===== config.mk =====
export PLATFORM = sky130hd
export DESIGN_NAME = hazard_ctrl
export DESIGN_NICKNAME = d
export VERILOG_FILES = /design/src/rtl/hazard_ctrl.sv
export SDC_FILE = /design/constraint.sdc
export NUM_CORES = 1
export LEC_CHECK = 0
export CAP_MARGIN = 20
export CELL_PAD_IN_SITES_DETAIL_PLACEMENT = 2
export CELL_PAD_IN_SITES_GLOBAL_PLACEMENT = 2
export CORE_MARGIN = 2
export CORE_UTILIZATION = 14
export CTS_CLUSTER_SIZE = 30
export DETAILED_ROUTE_END_ITERATION = 8
export GPL_TIMING_DRIVEN = 0
export HOLD_SLACK_MARGIN = 0.08
export PLACE_DENSITY_LB_ADDON = 0.1
export RECOVER_POWER = 100
export SYNTH_ARGS = -nofsm -noshare
export SYNTH_HDL_FRONTEND = slang
export SYNTH_SLANG_ARGS = --single-unit

===== constraint.sdc =====
create_clock -name CLK -period 2.1 [get_ports CLK]
set_input_delay 0.42 -clock CLK [delete_from_list [all_inputs] [get_ports CLK]]
set_output_delay 0.42 -clock CLK [all_outputs]
set_load 0.05 [all_outputs]

===== src/rtl/hazard_ctrl.sv =====
// ============================================================================
// hazard_ctrl
// ----------------------------------------------------------------------------
// Pipeline hazard controller for the 5-stage RV32I core.
//
// Purpose:
//   Produces the stall / flush / freeze controls for the IF/ID, ID/EX, EX/MEM
//   and MEM/WB pipeline registers and the EX-stage operand forwarding selects.
//   Load-use hazards get a single bubble, taken branches/jumps squash the two
//   younger instructions, and a data-memory hold-off freezes everything.
//   A small RUN/WAIT state machine times memory hold-offs and raises a sticky
//   TIMEOUT_ERR when a request waits MEM_TIMEOUT cycles.
//
// Parameters:
//   MEM_TIMEOUT  wait cycles in WAIT before TIMEOUT_ERR sets (>= 2)
//   CNT_W        width of the performance counters
//
// Ports:
//   CLK, RST_N                      clock, synchronous active-low reset
//   RS1_ID, RS2_ID                  source registers of the ID instruction
//   USES_RS1_ID, USES_RS2_ID        ID instruction really reads rs1 / rs2
//   RS1_DE, RS2_DE, RD_DE           register fields of the EX instruction
//   MemRead_DE                      nonzero = load in EX
//   RD_EM, RD_MW                    destinations in MEM / WB
//   RegWrite_EM, RegWrite_MW        write enables in MEM / WB
//   MemRead_EM, MemWrite_EM         nonzero = memory access in MEM
//   TAKEN_E                         branch/jump in EX resolved taken
//   DM_READY                        data memory completes access this cycle
//   stall_PC, stall_FD, stall_DE    hold PC / hold IF/ID / bubble into ID/EX
//   flush_FD, flush_DE              squash IF/ID / ID/EX
//   FREEZE                          hold every pipeline register and the PC
//   FWD_A, FWD_B                    00 regfile, 01 WB value, 10 EX/MEM ALU
//   TIMEOUT_ERR                     sticky memory-timeout flag
//   STALL_CNT, FLUSH_CNT, FREEZE_CNT performance counters
//
// Configuration macro:
//   HAZARD_PERF_CNT_EN  when defined, the three performance counters are
//                       built; otherwise the counter outputs are tied to 0.
// ============================================================================
module hazard_ctrl #(
    parameter int MEM_TIMEOUT = 64,
    parameter int CNT_W       = 32
) (
    input  logic             CLK,
    input  logic             RST_N,
    input  logic [4:0]       RS1_ID,
    input  logic [4:0]       RS2_ID,
    input  logic             USES_RS1_ID,
    input  logic             USES_RS2_ID,
    input  logic [4:0]       RS1_DE,
    input  logic [4:0]       RS2_DE,
    input  logic [4:0]       RD_DE,
    input  logic [1:0]       MemRead_DE,
    input  logic [4:0]       RD_EM,
    input  logic [4:0]       RD_MW,
    input  logic             RegWrite_EM,
    input  logic             RegWrite_MW,
    input  logic [1:0]       MemRead_EM,
    input  logic [1:0]       MemWrite_EM,
    input  logic             TAKEN_E,
    input  logic             DM_READY,
    output logic             stall_PC,
    output logic             stall_FD,
    output logic             stall_DE,
    output logic             flush_FD,
    output logic             flush_DE,
    output logic             FREEZE,
    output logic [1:0]       FWD_A,
    output logic [1:0]       FWD_B,
    output logic             TIMEOUT_ERR,
    output logic [CNT_W-1:0] STALL_CNT,
    output logic [CNT_W-1:0] FLUSH_CNT,
    output logic [CNT_W-1:0] FREEZE_CNT
);

    localparam int WCW = $clog2(MEM_TIMEOUT + 1);
    localparam logic [WCW-1:0] TIMEOUT_VAL = WCW'(MEM_TIMEOUT);

    typedef enum logic {
        RUN  = 1'b0,
        WAIT = 1'b1
    } state_e;

    state_e         state_q, state_d;
    logic [WCW-1:0] wait_cnt_q, wait_cnt_d;
    logic           timeout_err_q, timeout_err_d;

    logic memBusy;
    logic loadUse;

    // Forwarding select for one EX operand. A load in MEM has no ALU result
    // worth forwarding, so it is skipped and the WB copy (if any) is used.
    function automatic logic [1:0] fwdSel(input logic [4:0] rs);
        if (RegWrite_EM && (RD_EM != 5'd0) && (RD_EM == rs) && (MemRead_EM == 2'd0))
            fwdSel = 2'b10;
        else if (RegWrite_MW && (RD_MW != 5'd0) && (RD_MW == rs))
            fwdSel = 2'b01;
        else
            fwdSel = 2'b00;
    endfunction

    // Hazard detection terms. DM_READY without a pending access drops out
    // naturally because memBusy requires an access in MEM.
    always_comb begin
        memBusy = ((MemRead_EM != 2'd0) || (MemWrite_EM != 2'd0)) && !DM_READY;
        loadUse = (MemRead_DE != 2'd0) && (RD_DE != 5'd0) &&
                  ((USES_RS1_ID && (RS1_ID == RD_DE)) ||
                   (USES_RS2_ID && (RS2_ID == RD_DE)));
    end

    // Control priority: freeze, then squash, then load-use bubble. A branch
    // that resolves during a freeze keeps TAKEN_E high, so its flush simply
    // happens on the first unfrozen cycle.
    always_comb begin
        stall_PC = 1'b0;
        stall_FD = 1'b0;
        stall_DE = 1'b0;
        flush_FD = 1'b0;
        flush_DE = 1'b0;
        FREEZE   = memBusy;
        if (memBusy) begin
            stall_PC = 1'b1;
            stall_FD = 1'b1;
        end else if (TAKEN_E) begin
            flush_FD = 1'b1;
            flush_DE = 1'b1;
        end else if (loadUse) begin
            stall_PC = 1'b1;
            stall_FD = 1'b1;
            stall_DE = 1'b1;
        end
    end

    always_comb begin
        FWD_A = fwdSel(RS1_DE);
        FWD_B = fwdSel(RS2_DE);
    end

    // Memory-wait state machine: next state, wait counter and error flag.
    // The counter saturates so the error condition stays visible while the
    // memory keeps holding off.
    always_comb begin
        state_d       = state_q;
        wait_cnt_d    = wait_cnt_q;
        timeout_err_d = timeout_err_q;
        case (state_q)
            RUN: begin
                if (memBusy) begin
                    state_d    = WAIT;
                    wait_cnt_d = WCW'(1);
                end
            end
            WAIT: begin
                if (wait_cnt_q == TIMEOUT_VAL)
                    timeout_err_d = 1'b1;
                if (DM_READY) begin
                    state_d    = RUN;
                    wait_cnt_d = '0;
                end else if (wait_cnt_q < TIMEOUT_VAL) begin
                    wait_cnt_d = wait_cnt_q + WCW'(1);
                end
            end
            default: begin
                state_d    = RUN;
                wait_cnt_d = '0;
            end
        endcase
    end

    always_ff @(posedge CLK) begin
        if (!RST_N) begin
            state_q       <= RUN;
            wait_cnt_q    <= '0;
            timeout_err_q <= 1'b0;
        end else begin
            state_q       <= state_d;
            wait_cnt_q    <= wait_cnt_d;
            timeout_err_q <= timeout_err_d;
        end
    end

    assign TIMEOUT_ERR = timeout_err_q;

`ifdef HAZARD_PERF_CNT_EN
    logic [CNT_W-1:0] stall_cnt_q, stall_cnt_d;
    logic [CNT_W-1:0] flush_cnt_q, flush_cnt_d;
    logic [CNT_W-1:0] freeze_cnt_q, freeze_cnt_d;

    // Counters wrap naturally modulo 2^CNT_W.
    always_comb begin
        stall_cnt_d  = stall_cnt_q  + CNT_W'(stall_DE);
        flush_cnt_d  = flush_cnt_q  + CNT_W'(flush_DE);
        freeze_cnt_d = freeze_cnt_q + CNT_W'(FREEZE);
    end

    always_ff @(posedge CLK) begin
        if (!RST_N) begin
            stall_cnt_q  <= '0;
            flush_cnt_q  <= '0;
            freeze_cnt_q <= '0;
        end else begin
            stall_cnt_q  <= stall_cnt_d;
            flush_cnt_q  <= flush_cnt_d;
            freeze_cnt_q <= freeze_cnt_d;
        end
    end

    assign STALL_CNT  = stall_cnt_q;
    assign FLUSH_CNT  = flush_cnt_q;
    assign FREEZE_CNT = freeze_cnt_q;
`else
    assign STALL_CNT  = '0;
    assign FLUSH_CNT  = '0;
    assign FREEZE_CNT = '0;
`endif

endmodule

# Word level (Yosys, flattened, before mapping)
# Cells that the tools add are included.
[totals] out_inout_bits=107 reg_bits=9 elab_cells=57
[op_classes] n_eq_ne=9 n_reduce_logical=25 n_mux=17 add_sub_neg=1 order_cmp=1 bitwise=1
[op_table] op="$eq A5 B5 Y1" count=6
[op_table] op="$mux W7" count=3
[op_table] op="$reduce_bool A5 Y1" count=3
[op_table] op="$pmux W7 S2" count=1
[op_table] op="$logic_and A1 B1 Y1" count=13
[op_table] op="$mux W1" count=10
[op_table] op="$add A7 B1 Y7 const B" count=1
[op_table] op="$eq A7 B7 Y1 const B" count=1
[op_table] op="$lt A7 B7 Y1 const B" count=1
[op_table] op="$reduce_bool A2 Y1" count=3
[op_table] op="$mux W2" count=2
[op_table] op="$reduce_and A2 Y1" count=2
[op_table] op="$ne A3 B2 Y1 const B" count=1
[op_table] op="$logic_not A2 Y1" count=1
[op_table] op="$logic_or A1 B1 Y1" count=2
[op_table] op="$ne A2 B2 Y1 const B" count=1
[op_table] op="$pmux W1 S2" count=1
[op_table] op="$logic_not A1 Y1" count=1
[op_table] op="$not A1 Y1" count=1

# Longest topological paths before layout
# Gate-level depths: netlist of run 1.
[logic_depth] word_depth=7 depth_mapped=5 mapped_depth_nobuf=5

# Least setup slack after synthesis of run 1
# Ideal clock, no wire load.
[synth_path] kind="input-to-output" start="input RD_EM[1]" end="output FWD_A[0]" setup_slack_ns=-1.321 path_stages=4 t_arrival_ns=3.001 path_buffers=0 path_cell_list="or4_1 > o211ai_1 > nor4_1 > nor4_1"
[synth_via] elab_chain_cells=5 word_cells_on_any_way=6 cone_classes="1 x eq/ne; 1 x mux; 4 x reduce/logical"
[synth_lines] item="start, declared" line="54" source="input logic [4:0] RD_EM,"
[synth_lines] item="$reduce_bool A5 Y1" line="94" source="if (RegWrite_EM && (RD_EM != 5'd0) && (RD_EM == rs) && (MemRead_EM == 2'd0))"
[synth_lines] item="$logic_and A1 B1 Y1" line="94"
[synth_lines] item="$logic_and A1 B1 Y1 (*) (2 in a row)" line="94"
[synth_lines] item="$mux W2 (*)" line="94"
[synth_lines] item="end, declared" line="68" source="output logic [1:0] FWD_A,"
# Mark *: on every way between the ends. The rest lies on a longest branch, timed or not.

# Worst setup path after layout of run 1
[layout_path] start="input RD_EM[2]" end="output FWD_A[0]"
# The elaborated chain is that of the path after synthesis.

==> flow_summary_export.csv, run 1 <==
group,metric,value,unit
final_layout,layout_common_cells,"buf_4, conb_1, xor2_1",
outcome,violations,"setup timing",
clock_tree,tritoncts,"done",
final_layout,fin_area,0.00304,mm^2
clock_tree,clk_pin_slew,40,ps
final_layout,fill_cells,1368,
global_route,grt-ovfl-total,0,
timing,finalHoldViolCount,0,
critical_path,cpPeakStageDelay,510,ps
clock_tree,cts-root-buf,"clkbuf_16",
outcome,status,"finished, violations left",
timing,fin_skew,3.43,ps
clock_tree,hold_buffers,0,
final_layout,syn_to_final_growth,83.4,%
clock_tree,clock_latency,240,ps
placed_design,io_buffers,59,
global_route,grt_pass1_wl,8880,um
clock_tree,clock_path_buffers,2,
final_layout,final_common_cell,"buf_4",
clock_tree,cts_buffers,3,
power,p_leak,1.57,nW
final_layout,layout-drive-gt1-share,0.437,
timing,worst_slack,-180,ps
placed_design,placedCellCount,507,
drt,wl,5630,um
critical_path,cpMostUsedCell,"nor4_4",
clock_tree,cts.sinks,9,
floorplan,die_w,113,um
critical_path,crit_type,"input port to output port",
timing,grt_setup_unrepaired,"true",
timing,maxSlewViolCount,0,
power,clkPwrFrac,0.261,
power,p_sw_frac,0.485,
critical_path,crit_chain,"buf_8, or4_4, o211ai_1, buf_4, buf_12, nor4_4, nor4_4, buf_6",
timing,period_share,1.09,
power,ir_drop,0.319,mV
drt,drt_first_pass_iters,4,
critical_path,cp.buffers_inverters,4,
clock_tree,cts_max_level,1,
drt,wl_per_cell,10.9,um
floorplan,num_rows,39,
critical_path,arrival,1860,ps
final_layout,nets,425,
floorplan,start_util,0.144,
power,intPower,0.685,mW
drt,drtIter0Drc,25,
critical_path,cp-end-kind,"output port",
global_route,grt_pass1_vias,1828,
floorplan,core,0.0115,mm^2
yosys,synth-seq-cells,9,
timing,worstMarginPinSlew,592,ps
yosys,yosysWarnings,0,
timing,min_period,2280,ps
hold_path,hold_depth,1,
final_layout,fin_cells,516,
floorplan,ios,156,
power,combPwrFrac,0.605,
placed_design,place_area,0.00289,mm^2
yosys,netlist_area,0.00166,mm^2
yosys,synthCells,210,
drt,ant_nets,0,
critical_path,path_delay_family,"simple AND/OR/NAND/NOR gates",
final_layout,multi_input_area,0.00127,mm^2
floorplan,die_area,0.0127,mm^2
global_route,grt_max_degree,11,
critical_path,r2r_slack,550,ps
timing,fmax,0.439,GHz
hold_path,hold_path_class,"flop to flop",
timing,finalSetupViolations,8,
critical_path,r2r-end,"wait_cnt_q[4]$_SDFFE_PN0P_",
global_route,track_usage,0.0863,
timing,fin_hold_ws,456,ps
drt,avgViaCountPerCell,3.32,
critical_path,slowest_stage,"or4_4",
timing,timing.slew.headroom,0.602,
drt,num_vias,1715,
hold_path,hp-start,"TIMEOUT_ERR$_SDFFE_PN0P_",
power,p_total,1.33,mW
power,seqPwrFrac,0.134,
floorplan,die_y,113,um
flow_run,cap_violations,0,
power,p_switching,0.647,mW
critical_path,crit_fanout,2,
placed_design,place.gp.congestion,0.675,
final_layout,diodes,0,
power,p_per_area,439,mW/mm^2
global_route,antenna_found_initial,1,
critical_path,r2r_cells,4,
critical_path,r2r-start,"state_q$_SDFF_PN0_",
yosys,avgSynthCellArea,7.88,um^2
final_layout,seq_area,180,um^2
critical_path,worstPathRequired,1680,ps
critical_path,startpoint_type,"input port",
yosys,synth.distinct_cells,36,
drt,drc,0,
yosys,synth_seq_area_share,0.109,
hold_path,whs_endpoint,"TIMEOUT_ERR$_SDFFE_PN0P_",
placed_design,dp_hpwl,5020,um
==> logic make-up after synthesis <==
group,after synthesis,share of synthesized area
buffers and inverters,104,0.463
AND/OR/NAND/NOR,42,0.158
XOR/XNOR,30,0.159
AO/OA/AOI/OAI,21,0.0884
flip-flops,9,0.109
adder cells (fa/ha/maj),2,0.0151
other,1,0.00227
multiplexers,1,0.00605
==> flip-flops by register name, summed over array words and instances (netlist names) <==
register	count
state_q	1
TIMEOUT_ERR	1
wait_cnt_q	7
==> metal layers <==
metal  wire (um)  track usage  up-vias
met5          16            0        -
met4          51       0.0195        2
met3         501       0.0252        7
met2        3070        0.168       72
met1        1990       0.0904      790
li1            -            -      844
==> power by group through the flow <==
stage	Sequential, mW	Combinational (mW)	Clock [mW]
global route	0.179	0.852	0.367
global placement	0.182	0.783	0
CTS	0.179	0.797	0.362
floorplan	0.180	0.635	0
finish	0.179	0.805	0.348
detailed placement	0.182	0.785	0
==> through the flow <==
stage / util / setup TNS, ps / worst slack [ps]
3_3_place_gp: 0.252 / -10980 / -1320
5_1_grt: 0.265 / -1380 / -263
2_1_floorplan: - / -835 / -317
4_1_cts: 0.265 / -510 / -272
3_5_place_dp: 0.252 / -11360 / -1330
6_report: 0.265 / -669 / -180
==> synth_stat cells, drive strengths merged <==
cell type / instances / share of area
inv: 4 / 0.0091
nand3: 5 / 0.015
a21boi: 2 / 0.0091
conb: 1 / 0.0023
nand2b: 2 / 0.0076
nand2: 2 / 0.0045
clkbuf: 1 / 0.0023
ha: 2 / 0.015
and3: 1 / 0.0068
o21a: 2 / 0.0091
o31a: 2 / 0.011
nor4: 8 / 0.030
nor4b: 2 / 0.011
o211ai: 1 / 0.0045
nor2: 4 / 0.0091
o211a: 1 / 0.0060
buf: 99 / 0.45
xnor2: 8 / 0.042
nand4: 2 / 0.0076
nor2b: 1 / 0.0038
o21ai: 3 / 0.0091
xor2: 22 / 0.12
nor3: 3 / 0.0091
mux2i: 1 / 0.0060
nand4b: 1 / 0.0053
or4: 9 / 0.041
o31ai: 3 / 0.014
o22ai: 1 / 0.0038
a32oi: 1 / 0.0053
and2: 2 / 0.0076
dfxtp: 9 / 0.11
a21oi: 5 / 0.017
==> final cells by class <==
cell class	count	area share
buffer	99	0.245
clock buffer	4	0.0260
inverter	4	0.00495
multi-input combinational	192	0.420
sequential	9	0.0594
tap	143	0.0589
timing repair buffer	65	0.186
==> worst max path at each step <==
stage	startpoint	to	slack (ps)	cells past startpoint
2_1_floorplan	MemRead_EM[1]	FWD_A[0]	-320	4
3_3_place_gp	RD_MW[3]	FWD_A[0]	-1320	6
3_5_place_dp	RD_MW[3]	FWD_A[0]	-1330	6
4_1_cts	RD_EM[2]	FWD_A[0]	-270	7
5_1_grt	RD_EM[2]	FWD_A[0]	-260	8
6_report	RD_EM[2]	FWD_A[0]	-180	8
==> timing repair <==
action | in CTS | in global routing
gates resized for setup | 164 | 30
setup endpoints to repair | 10 | 8
pin swaps | 19 | 8
setup buffers | 4 | 2
No activity file was read; power rests on OpenSTA's default activity.
==> inputs of run 2 (changes only) <==
- CORE_UTILIZATION: 14 -> 16
- SETUP_SLACK_MARGIN: default -> 0.2
- clock period: 2.1 -> 2.65 ns (I/O delays scaled with it)
==> flow_summary_export.csv, run 2 (synthesized netlist as in run 1, its figures left out) <==
group,metric,value,unit
power,clkPwrFrac,0.178,
clock_tree,cts_max_level,1,
final_layout,multi_input_area,0.00125,mm^2
timing,grt_setup_unrepaired,"true",
critical_path,slowest_stage,"or4_4",
critical_path,worstPathRequired,2120,ps
global_route,antenna_found_initial,1,
drt,wl,5810,um
clock_tree,hold_buffers,0,
final_layout,final_core_util,0.295,
final_layout,fill_cells,1227,
clock_tree,clock_path_buffers,2,
flow_run,cap_violations,0,
drt,drt_first_pass_iters,4,
clock_tree,clk_pin_slew,50,ps
placed_design,io_buffers,59,
final_layout,final_common_cell,"buf_4",
final_layout,largest_reg_flops,7,
final_layout,seq_area,180,um^2
drt,num_vias,1736,
timing,finalHoldViolCount,0,
critical_path,crit_fanout,2,
final_layout,layout_common_cells,"buf_4, conb_1, xor2_1",
final_layout,regMostFlops,"wait_cnt_q",
final_layout,diodes,0,
floorplan,start_util,0.163,
timing,period_share,0.951,
power,p_leak,1.53,nW
global_route,track_usage,0.0991,
power,p_per_area,316,mW/mm^2
global_route,grt_max_degree,11,
critical_path,cpPeakStageDelay,530,ps
hold_path,hold_path_class,"flop to flop",
placed_design,dp_hpwl,5210,um
timing,fin_skew,5.18,ps
timing,worstMarginPinSlew,637,ps
timing,finalSetupViolations,0,
floorplan,die_y,106,um
drt,drc,0,
timing,min_period,2520,ps
floorplan,num_rows,37,
final_layout,fin_cells,511,
critical_path,startpoint_type,"input port",
critical_path,arrival,1990,ps
drt,avgViaCountPerCell,3.40,
placed_design,place_area,0.00286,mm^2
power,p_switching,0.501,mW
floorplan,die_area,0.0112,mm^2
critical_path,crit_type,"input port to output port",
timing,fmax,0.397,GHz
critical_path,crit_chain,"dlygate4sd2_1, xor2_1, or4_4, nor4_4, buf_6",
clock_tree,tritoncts,"done",
timing,maxSlewViolCount,0,
power,p_total,0.950,mW
power,ir_drop,0.0974,mV
power,p_sw_frac,0.528,
floorplan,die_w,106,um
floorplan,ios,156,
outcome,status,"complete, no violations",
placed_design,place.gp.congestion,0.700,
final_layout,fin_area,0.00301,mm^2
final_layout,nets,427,
timing,timing.slew.headroom,0.575,
power,intPower,0.449,mW
global_route,grt_pass1_vias,1801,
clock_tree,cts_buffers,3,
global_route,grt-ovfl-total,0,
placed_design,placedCellCount,500,
final_layout,syn_to_final_growth,81.7,%
critical_path,cp-end-kind,"output port",
floorplan,core,0.0102,mm^2
clock_tree,cts.sinks,9,
power,seqPwrFrac,0.149,
power,combPwrFrac,0.674,
clock_tree,clock_latency,240,ps
drt,wl_per_cell,11.4,um
final_layout,layout-drive-gt1-share,0.408,
global_route,grt_pass1_wl,8960,um
clock_tree,cts-root-buf,"clkbuf_8",
drt,ant_nets,0,
drt,drtIter0Drc,14,
[run 2: changes by cell type in the layout (fill, tap and decap cells not counted), moves of 2 or more]
cell / previous run / this run
buf_2: 9 / 3
buf_4: 102 / 104
clkbuf_16: 3 / 0
clkbuf_2: 9 / 5
clkbuf_8: 0 / 3
clkdlybuf4s15_1: 2 / 5
clkdlybuf4s15_2: 1 / 5
clkdlybuf4s50_1: 7 / 12
nor2_1: 1 / 3
[run 2: layout make-up]
cell class | instances | share of cell area
buffer | 100 | 0.250
clock buffer | 4 | 0.0150
inverter | 4 | 0.00499
multi-input combinational | 192 | 0.414
sequential | 9 | 0.0599
tap | 136 | 0.0566
timing repair buffer | 66 | 0.200
[run 2: power by group through the flow]
stage | clock network, mW | registers, mW | logic (mW)
after detailed placement | 0 | 0.144 | 0.621
after global routing | 0.182 | 0.141 | 0.674
after floorplan | 0 | 0.143 | 0.502
final | 0.169 | 0.141 | 0.640
after CTS | 0.176 | 0.141 | 0.623
after global placement | 0 | 0.144 | 0.617
[run 2: stage by stage]
step / setup TNS [ps] / setup slack (ps) / hold WS (ps)
after floorplan: -123 / -77.1 / 451
after global routing: 0 / 44.0 / 492
after detailed placement: -6960 / -1040 / 466
after CTS: 0 / 108 / 479
final: 0 / 130 / 462
after global placement: -7080 / -1030 / 448
[run 2: repair_timing]
action | 4_1_cts | 5_1_grt
cloned | 0 | 0
buffers inserted | 5 | 2
pin swaps | 15 | 8
resized for setup | 139 | 18
endpoints found under the setup margin | 10 | 6
[run 2: worst max-delay path: cells and delay by family]
kind / cells / cell delay [ps]
XOR/XNOR: 1 / 170
buffers and inverters: 2 / 460
AND/OR/NAND/NOR: 2 / 820
[run 2: final timing paths]
| check | from | endpoint | slack, ps | cells past startpoint |
|---|---|---|---|---|
| worst max register to register | state_q$_SDFF_PN0_ | wait_cnt_q[5]$_SDFFE_PN0P_ | 1010 | 4 |
| worst min-delay path | TIMEOUT_ERR$_SDFFE_PN0P_ | TIMEOUT_ERR$_SDFFE_PN0P_ | 460 | 1 |
| worst min register to register | TIMEOUT_ERR$_SDFFE_PN0P_ | TIMEOUT_ERR$_SDFFE_PN0P_ | 460 | 1 |
| worst max-delay path | RS1_DE[4] | FWD_A[0] | 130 | 5 |
[run 2: metal layers]
layer / up-vias / track usage / share of wire
li1: 848 / - / -
met1: 813 / 0.0920 / 0.33
met2: 66 / 0.209 / 0.58
met3: 7 / 0.0303 / 0.080
met4: 2 / 0.0169 / 0.0072
met5: - / 0 / 0.0028
